File: config.mk
export PLATFORM = sky130hd
export DESIGN_NAME = bdd_tree_engine
export DESIGN_NICKNAME = d
export VERILOG_FILES = /design/src/rtl/bdd_tree_engine.sv
export SDC_FILE = /design/constraint.sdc
export NUM_CORES = 1
export LEC_CHECK = 0
export CAP_MARGIN = 20
export CORE_ASPECT_RATIO = 0.75
export CORE_MARGIN = 10
export CORE_UTILIZATION = 36
export DETAILED_ROUTE_END_ITERATION = 8
export GPL_ROUTABILITY_DRIVEN = 0
export PLACE_DENSITY_LB_ADDON = 0.12
export RECOVER_POWER = 100
export SYNTH_ARGS = -nofsm -noshare
export SYNTH_HDL_FRONTEND = slang
export SYNTH_SLANG_ARGS = --single-unit
File: constraint.sdc
create_clock -name clk -period 3.08 [get_ports clk]
set_input_delay 0.308 -clock clk [delete_from_list [all_inputs] [get_ports clk]]
set_output_delay 0.308 -clock clk [all_outputs]
set_load 0.05 [all_outputs]
File: src/rtl/bdd_tree_engine.sv
// Decision-tree / BDD traversal engine: walks a software-loaded node RAM using a
// latched feature vector and reports the leaf class (or an abort) on valid/ready.
module bdd_tree_engine #(
  parameter int N_ATTR    = 4,
  parameter int ATTR_W    = 10,
  parameter int ADDR_W    = 5,
  parameter int CLASS_W   = 8,
  parameter int MAX_DEPTH = 16,
  localparam int AIDX_W   = $clog2(N_ATTR),
  localparam int NODE_W   = 1 + AIDX_W + ATTR_W + 2 * ADDR_W
) (
  input  logic                     clk,
  input  logic                     rst,
  input  logic                     cfg_we,
  input  logic [ADDR_W-1:0]        cfg_addr,
  input  logic [NODE_W-1:0]        cfg_wdata,
  input  logic [ADDR_W-1:0]        cfg_root,
  input  logic                     in_valid,
  output logic                     in_ready,
  input  logic [N_ATTR*ATTR_W-1:0] in_attrs,
  output logic                     out_valid,
  input  logic                     out_ready,
  output logic [CLASS_W-1:0]       out_class,
  output logic                     out_err,
  output logic [7:0]               out_depth,
  output logic                     busy
);

  typedef enum logic [1:0] {IDLE, FETCH, EVAL, DONE} state_t;

  state_t                   state, state_next;
  logic [NODE_W-1:0]        mem [2**ADDR_W];
  logic [NODE_W-1:0]        rd_data;
  logic [ADDR_W-1:0]        cur_addr;
  logic [N_ATTR*ATTR_W-1:0] attrs_q;

  logic                     node_leaf;
  logic [AIDX_W-1:0]        node_sel;
  logic [ATTR_W-1:0]        node_thr;
  logic [ADDR_W-1:0]        node_left;
  logic [ADDR_W-1:0]        node_right;
  logic                     sel_bad;
  logic [ATTR_W-1:0]        attr_val;
  logic [7:0]               depth_inc;
  logic                     depth_hit;
  logic                     accept;

  assign node_leaf  = rd_data[NODE_W-1];
  assign node_sel   = rd_data[NODE_W-2 -: AIDX_W];
  assign node_thr   = rd_data[2*ADDR_W+ATTR_W-1 -: ATTR_W];
  assign node_left  = rd_data[2*ADDR_W-1 -: ADDR_W];
  assign node_right = rd_data[ADDR_W-1:0];

  // attr_sel can encode values past N_ATTR when N_ATTR is not a power of two
  assign sel_bad   = (32'(node_sel) >= N_ATTR);
  assign depth_inc = out_depth + 8'd1;
  assign depth_hit = (depth_inc == 8'(MAX_DEPTH));

  assign in_ready  = (state == IDLE) && !cfg_we;
  assign accept    = in_valid && in_ready;
  assign out_valid = (state == DONE);
  assign busy      = (state != IDLE);

  always_comb begin
    attr_val = '0;
    for (int k = 0; k < N_ATTR; k++) begin
      if (32'(node_sel) == k) attr_val = attrs_q[k*ATTR_W +: ATTR_W];
    end
  end

  // Node RAM has no reset so software-loaded trees survive rst
  always_ff @(posedge clk) begin
    if (cfg_we && (state == IDLE)) mem[cfg_addr] <= cfg_wdata;
    rd_data <= mem[cur_addr];
  end

  always_ff @(posedge clk) begin
    if (rst) state <= IDLE;
    else     state <= state_next;
  end

  always_comb begin
    state_next = state;
    case (state)
      IDLE:  if (accept) state_next = FETCH;
      FETCH: state_next = EVAL;
      EVAL: begin
        if (node_leaf || sel_bad || depth_hit) state_next = DONE;
        else                                   state_next = FETCH;
      end
      DONE:  if (out_ready) state_next = IDLE;
      default: state_next = IDLE;
    endcase
  end

  always_ff @(posedge clk) begin
    if (rst) begin
      out_class <= '0;
      out_err   <= 1'b0;
      out_depth <= '0;
      cur_addr  <= '0;
      attrs_q   <= '0;
    end else begin
      case (state)
        IDLE: begin
          if (accept) begin
            attrs_q   <= in_attrs;
            cur_addr  <= cfg_root;
            out_depth <= '0;
            out_class <= '0;
            out_err   <= 1'b0;
          end
        end
        EVAL: begin
          if (node_leaf) begin
            out_class <= rd_data[CLASS_W-1:0];
            out_err   <= 1'b0;
          end else if (sel_bad) begin
            out_class <= '0;
            out_err   <= 1'b1;
          end else begin
            out_depth <= depth_inc;
            cur_addr  <= (attr_val < node_thr) ? node_left : node_right;
            if (depth_hit) begin
              out_class <= '0;
              out_err   <= 1'b1;
            end
          end
        end
        default: ;
      endcase
    end
  end

endmodule

Yosys cells after proc, flatten, opt, wreduce, memory -nomap -nowiden
Memory sizes are Yosys's and may differ from the RTL's. A register that Yosys moved wholly into a read port is not among the register bits. Index checks and enable logic that the tools add are counted.

Register bits after elaboration: 64. RAM bits: 736. Input bits: 78. Output and inout bits: 20. Word-level logic and storage cells: 57. Memories: 1.

Memory list: mem (words 32, width 23, read ports 1, clocked after memory_dff 1, wr ports 1, RTL line 32) `logic [NODE_W-1:0] mem [2**ADDR_W];`.

$add $sub $neg: 1. $lt $le $gt $ge: 1. Equality and inequality tests: 11. Muxes and demuxes: 24. Reductions and logical operators: 13.

Operators with widths (count): $mux W10 (4); $mux W8 (4); $pmux W8 S2 (2); $mux W5 (3); $lt A10 B10 Y1 (1); $pmux W5 S2 (1); $add A8 B1 Y8 const B (1); $eq A2 B2 Y1 const B (4); $eq A8 B5 Y1 const B (1); $pmux W2 S4 (1); $mux W2 (3); $reduce_and A3 Y1 (2); $mux W1 (5); $eq A2 B1 Y1 const B (2); $logic_not A2 Y1 (2); $ne A2 B2 Y1 const B (2); $reduce_and A2 Y1 (2); $reduce_bool A2 Y1 (2); $logic_and A1 B1 Y1 (3); $ne A3 B3 Y1 const B (1); $ne A2 B1 Y1 const B (1); $pmux W1 S2 (1); $logic_not A1 Y1 (1); $logic_or A1 B1 Y1 (1).

Logic depth before layout (Yosys ltp)
Word-level depth: 9. Mapped depth: 8. Mapped depth without buffers: 7.

Worst setup path before layout
Ideal clock, no wire load.

Kind: register to register. From: reg state[0]. To: mem mem[12][0] (netlist name) (enable). Arrival: 2.161 ns. Path slack: 0.516 ns. Stages on the path, launching flop included: 7. Path buffers: 2. Cells stage by stage: dfxtp_1 clkbuf_1 nor2_1 nand2_1 or3_1 clkbuf_1 nor2_1.

Cells in the longest elaborated chain, start to end: 4.

RTL lines: start, declared (RTL line 31) `state_t state, state_next;`; start signal, assigned (RTL line 79) `else state <= state_next;`; $logic_not A2 Y1 (RTL line 73) `if (cfg_we && (state == IDLE)) mem[cfg_addr] <= cfg_wdata;`; $logic_and A1 B1 Y1 (RTL line 73); $mux W1 (RTL line 73); $mux W1 (implied by the code) (RTL line 73); end, declared (RTL line 32).

Every way passes these cells.

Worst setup path after layout
From: reg state[0]. To: mem mem[10][7] (netlist name) (enable).

Same word-level chain as after synthesis.

==> impl_metrics.tcl <==
set metrics [dict create \
    cts_root_buf "clkbuf_16" \
    nFillCells 7593 \
    area_growth_pct 17.36 \
    multi_input_area_sq_mm 0.007376 \
    drt_iter0_markers 1488 \
    synth_edf_count 736 \
    cts_tree "yes" \
    die_x_um 362.0 \
    min_period_ns 2.866 \
    end_kind "register" \
    grt_pass1_vias 16550 \
    ys_top_cells_by_area "edfxtp_1, mux4_2, dfxtp_1" \
    ys_seq_area_frac 0.7550 \
    post-route-period-util 0.9305 \
    violations "capacitance limit, slew limit" \
    syn_area_sq_mm 0.03158 \
    synthArstFlopShare 0 \
    core_area_sq_mm 0.08646 \
    place_inst 2810 \
    drc_errors 0 \
    dieHeight_um 276.5 \
    arrival_ns 3.24 \
    start_util 0.3653 \
    antenna_found_initial 4 \
    io_buffers 97 \
    via_per_inst 5.336 \
    avgSynthCellArea_sq_um 20.45 \
    drive_above_1_share 0.2519 \
    cp_max_fo 19 \
    crit_chain "nor2_1 -> nand2_1 -> nor2_1 -> nand2_1 -> clkbuf_1 -> nor2_1 -> buf_12" \
    timing.setup.tns_ns 0 \
    fin_nets 1846 \
    fin_skew_ns 0.02389 \
    clk_pin_slew_worst_paths_ns 0.06 \
    dieArea_sq_mm 0.1001 \
    cp_common_cell "nor2_1" \
    power_density_mw_per_mm2 652.1 \
    total_power_mw 24.17 \
    clock_path_buffers 3 \
    ys_warn_count 0 \
    vdd_drop_max_uv 357.5 \
    ant_nets 0 \
    drv_cap 7 \
    hold_violations 0 \
    ys_ff_latch 823 \
    clk_latency_ns 0.64 \
    final_cells 2962 \
    crit_buf_inv 2 \
    ys_types 46 \
    num_rows 93 \
    worst_slew_pin_slew_ns 1.893 \
    n_antenna_cell 0 \
    leakagePower_nw 11.67 \
    yosysTopAreaCell "edfxtp_1" \
    synth_top_area_share 0.6998 \
    cpMaxStageDelayCell "clkbuf_1" \
    hold_path_class "in -> reg" \
    grt_max_degree 52 \
    hold_slack_ns 0.2293 \
    dpl.hpwl_mm 52.03 \
    track_usage 0.1628 \
    cp_top_family "buffers and inverters" \
    routed-via-count 15800 \
    maxSlewHeadroom -0.2620 \
    rsz0062_at_grt "no" \
    slew_violations 231 \
    htreeDepth 3 \
    routedWlPerCell_um 27.65 \
    syn_nets 1632 \
    grt_pass1_wl_mm 119.4 \
    cts.sinks 823 \
    dr.pass1.iters 5 \
    totalWireLength_mm 81.89 \
    syn_inst 1544 \
    outcome "finished, violations left" \
    clock.fmax_ghz 0.3489 \
    ios 98 \
    grt.overflow.total 0 \
    synth-main-ff-cell "edfxtp_1" \
    required_ns 3.45 \
    worst_path_largest_cell_delay_ns 0.95 \
    critPathKind "reg -> reg" \
    finalSetupViolCount 0 \
    seq_area_sq_mm 0.02385 \
    start_kind "register" \
    cts_buffers 82 \
]
[what timing repair did]
action                     in CTS  in global routing
gates resized for setup         0                  0
hold buffers                    1                  0
hold endpoints to repair        1                  0
setup buffers                   0                  0
setup endpoints to repair       0                  0
[routing by layer]
layer | GRT usage | part of all wire | up-vias
met5 | 0 | 0.00028 | -
met4 | 0.03729 | 0.020 | 4
met3 | 0.02852 | 0.047 | 112
met2 | 0.2433 | 0.45 | 362
met1 | 0.2454 | 0.48 | 8585
li1 | - | - | 6741
[registers in the layout, indices dropped and copies added, names as in the netlist]
| name | flops |
|---|---|
| cur_addr | 5 |
| out_err | 1 |
| mem | 736 |
| out_class | 8 |
| state | 2 |
| attrs_q | 40 |
| out_depth | 8 |
| rd_data | 23 |
[worst reg2reg max path, stage by stage, from the launching register on]
cell      delay [ns]
dfxtp_1         0.48
nor2_1          0.18
nand2_1         0.14
nor2_1          0.05
nand2_1         0.06
clkbuf_1        0.95
nor2_1          0.43
buf_12          0.30
[where the power goes]
group          internal (mW)  switching [mW]
clock                   5.71            4.17
sequential              12.3           0.121
combinational          0.793            1.04
total                   18.8            5.33
[synthesized netlist by cell type (6+ instances only)]
cell,n
edfxtp_1,736
mux4_2,239
nand2_1,172
dfxtp_1,87
a21oi_1,62
nor2_1,48
clkbuf_1,40
inv_1,18
nand3_1,17
buf_1,13
buf_2,12
buf_4,12
a31oi_1,11
ha_1,10
a22o_1,8
nand4b_1,6
[cell families (layout without fill, tap and decap cells)]
group	Yosys count	in the layout	synth area share
and+or+nand+nor	272	272	0.03681
buffers and inverters	99	377	0.01462
DFF	823	823	0.7550
adders and majority gates	10	10	0.003962
muxes	241	241	0.1711
AOI/OAI and AO/OA	97	97	0.01803
xor gates and xnor gates	2	2	0.0005548
[final timing paths]
check                             startpoint          end  slack [ns]  cells after the start
worst max register to register      state[0]   mem[10][7]        0.21                      7
worst max-delay path                state[0]   mem[10][7]        0.21                      7
worst min-delay path            in_attrs[20]  attrs_q[20]        0.23                      3
worst min register to register   attrs_q[39]  attrs_q[39]        0.45                      2
[cell usage in the layout (no fill, tap or decap), types with 10 or more instances in the layout]
cell / count
mux4_2: 239
a31oi_1: 11
clkbuf_1: 52
clkinv_2: 20
buf_4: 18
clkinv_1: 12
dfxtp_1: 85
buf_12: 11
clkbuf_2: 44
inv_1: 16
a21oi_1: 62
nand2_1: 172
clkdlybuf4s50_1: 53
nor2_1: 34
edfxtp_1: 736
nand3_1: 17
clkbuf_16: 84
dlygate4sd3_1: 43
nor2_4: 14
ha_1: 10
[through the flow]
step	area, sq um	worst slack, ns	utilization
after detailed placement	34910	0.3401	0.4038
after CTS	37550	0.3025	0.4343
after floorplan	31580	0.5158	-
after global routing	37070	0.05233	0.4287
after global placement	34910	0.4272	0.4038
final	37070	0.2140	0.4287
[area by class of cell]
class,instances,share of cell area
tap,1140,0.03848
clock buffer,101,0.05890
sequential,823,0.6434
inverter,18,0.001890
multi-input combinational,622,0.1990
timing repair buffer,211,0.04615
clock inverter,47,0.01219
Power figures use the tool's default switching activity.
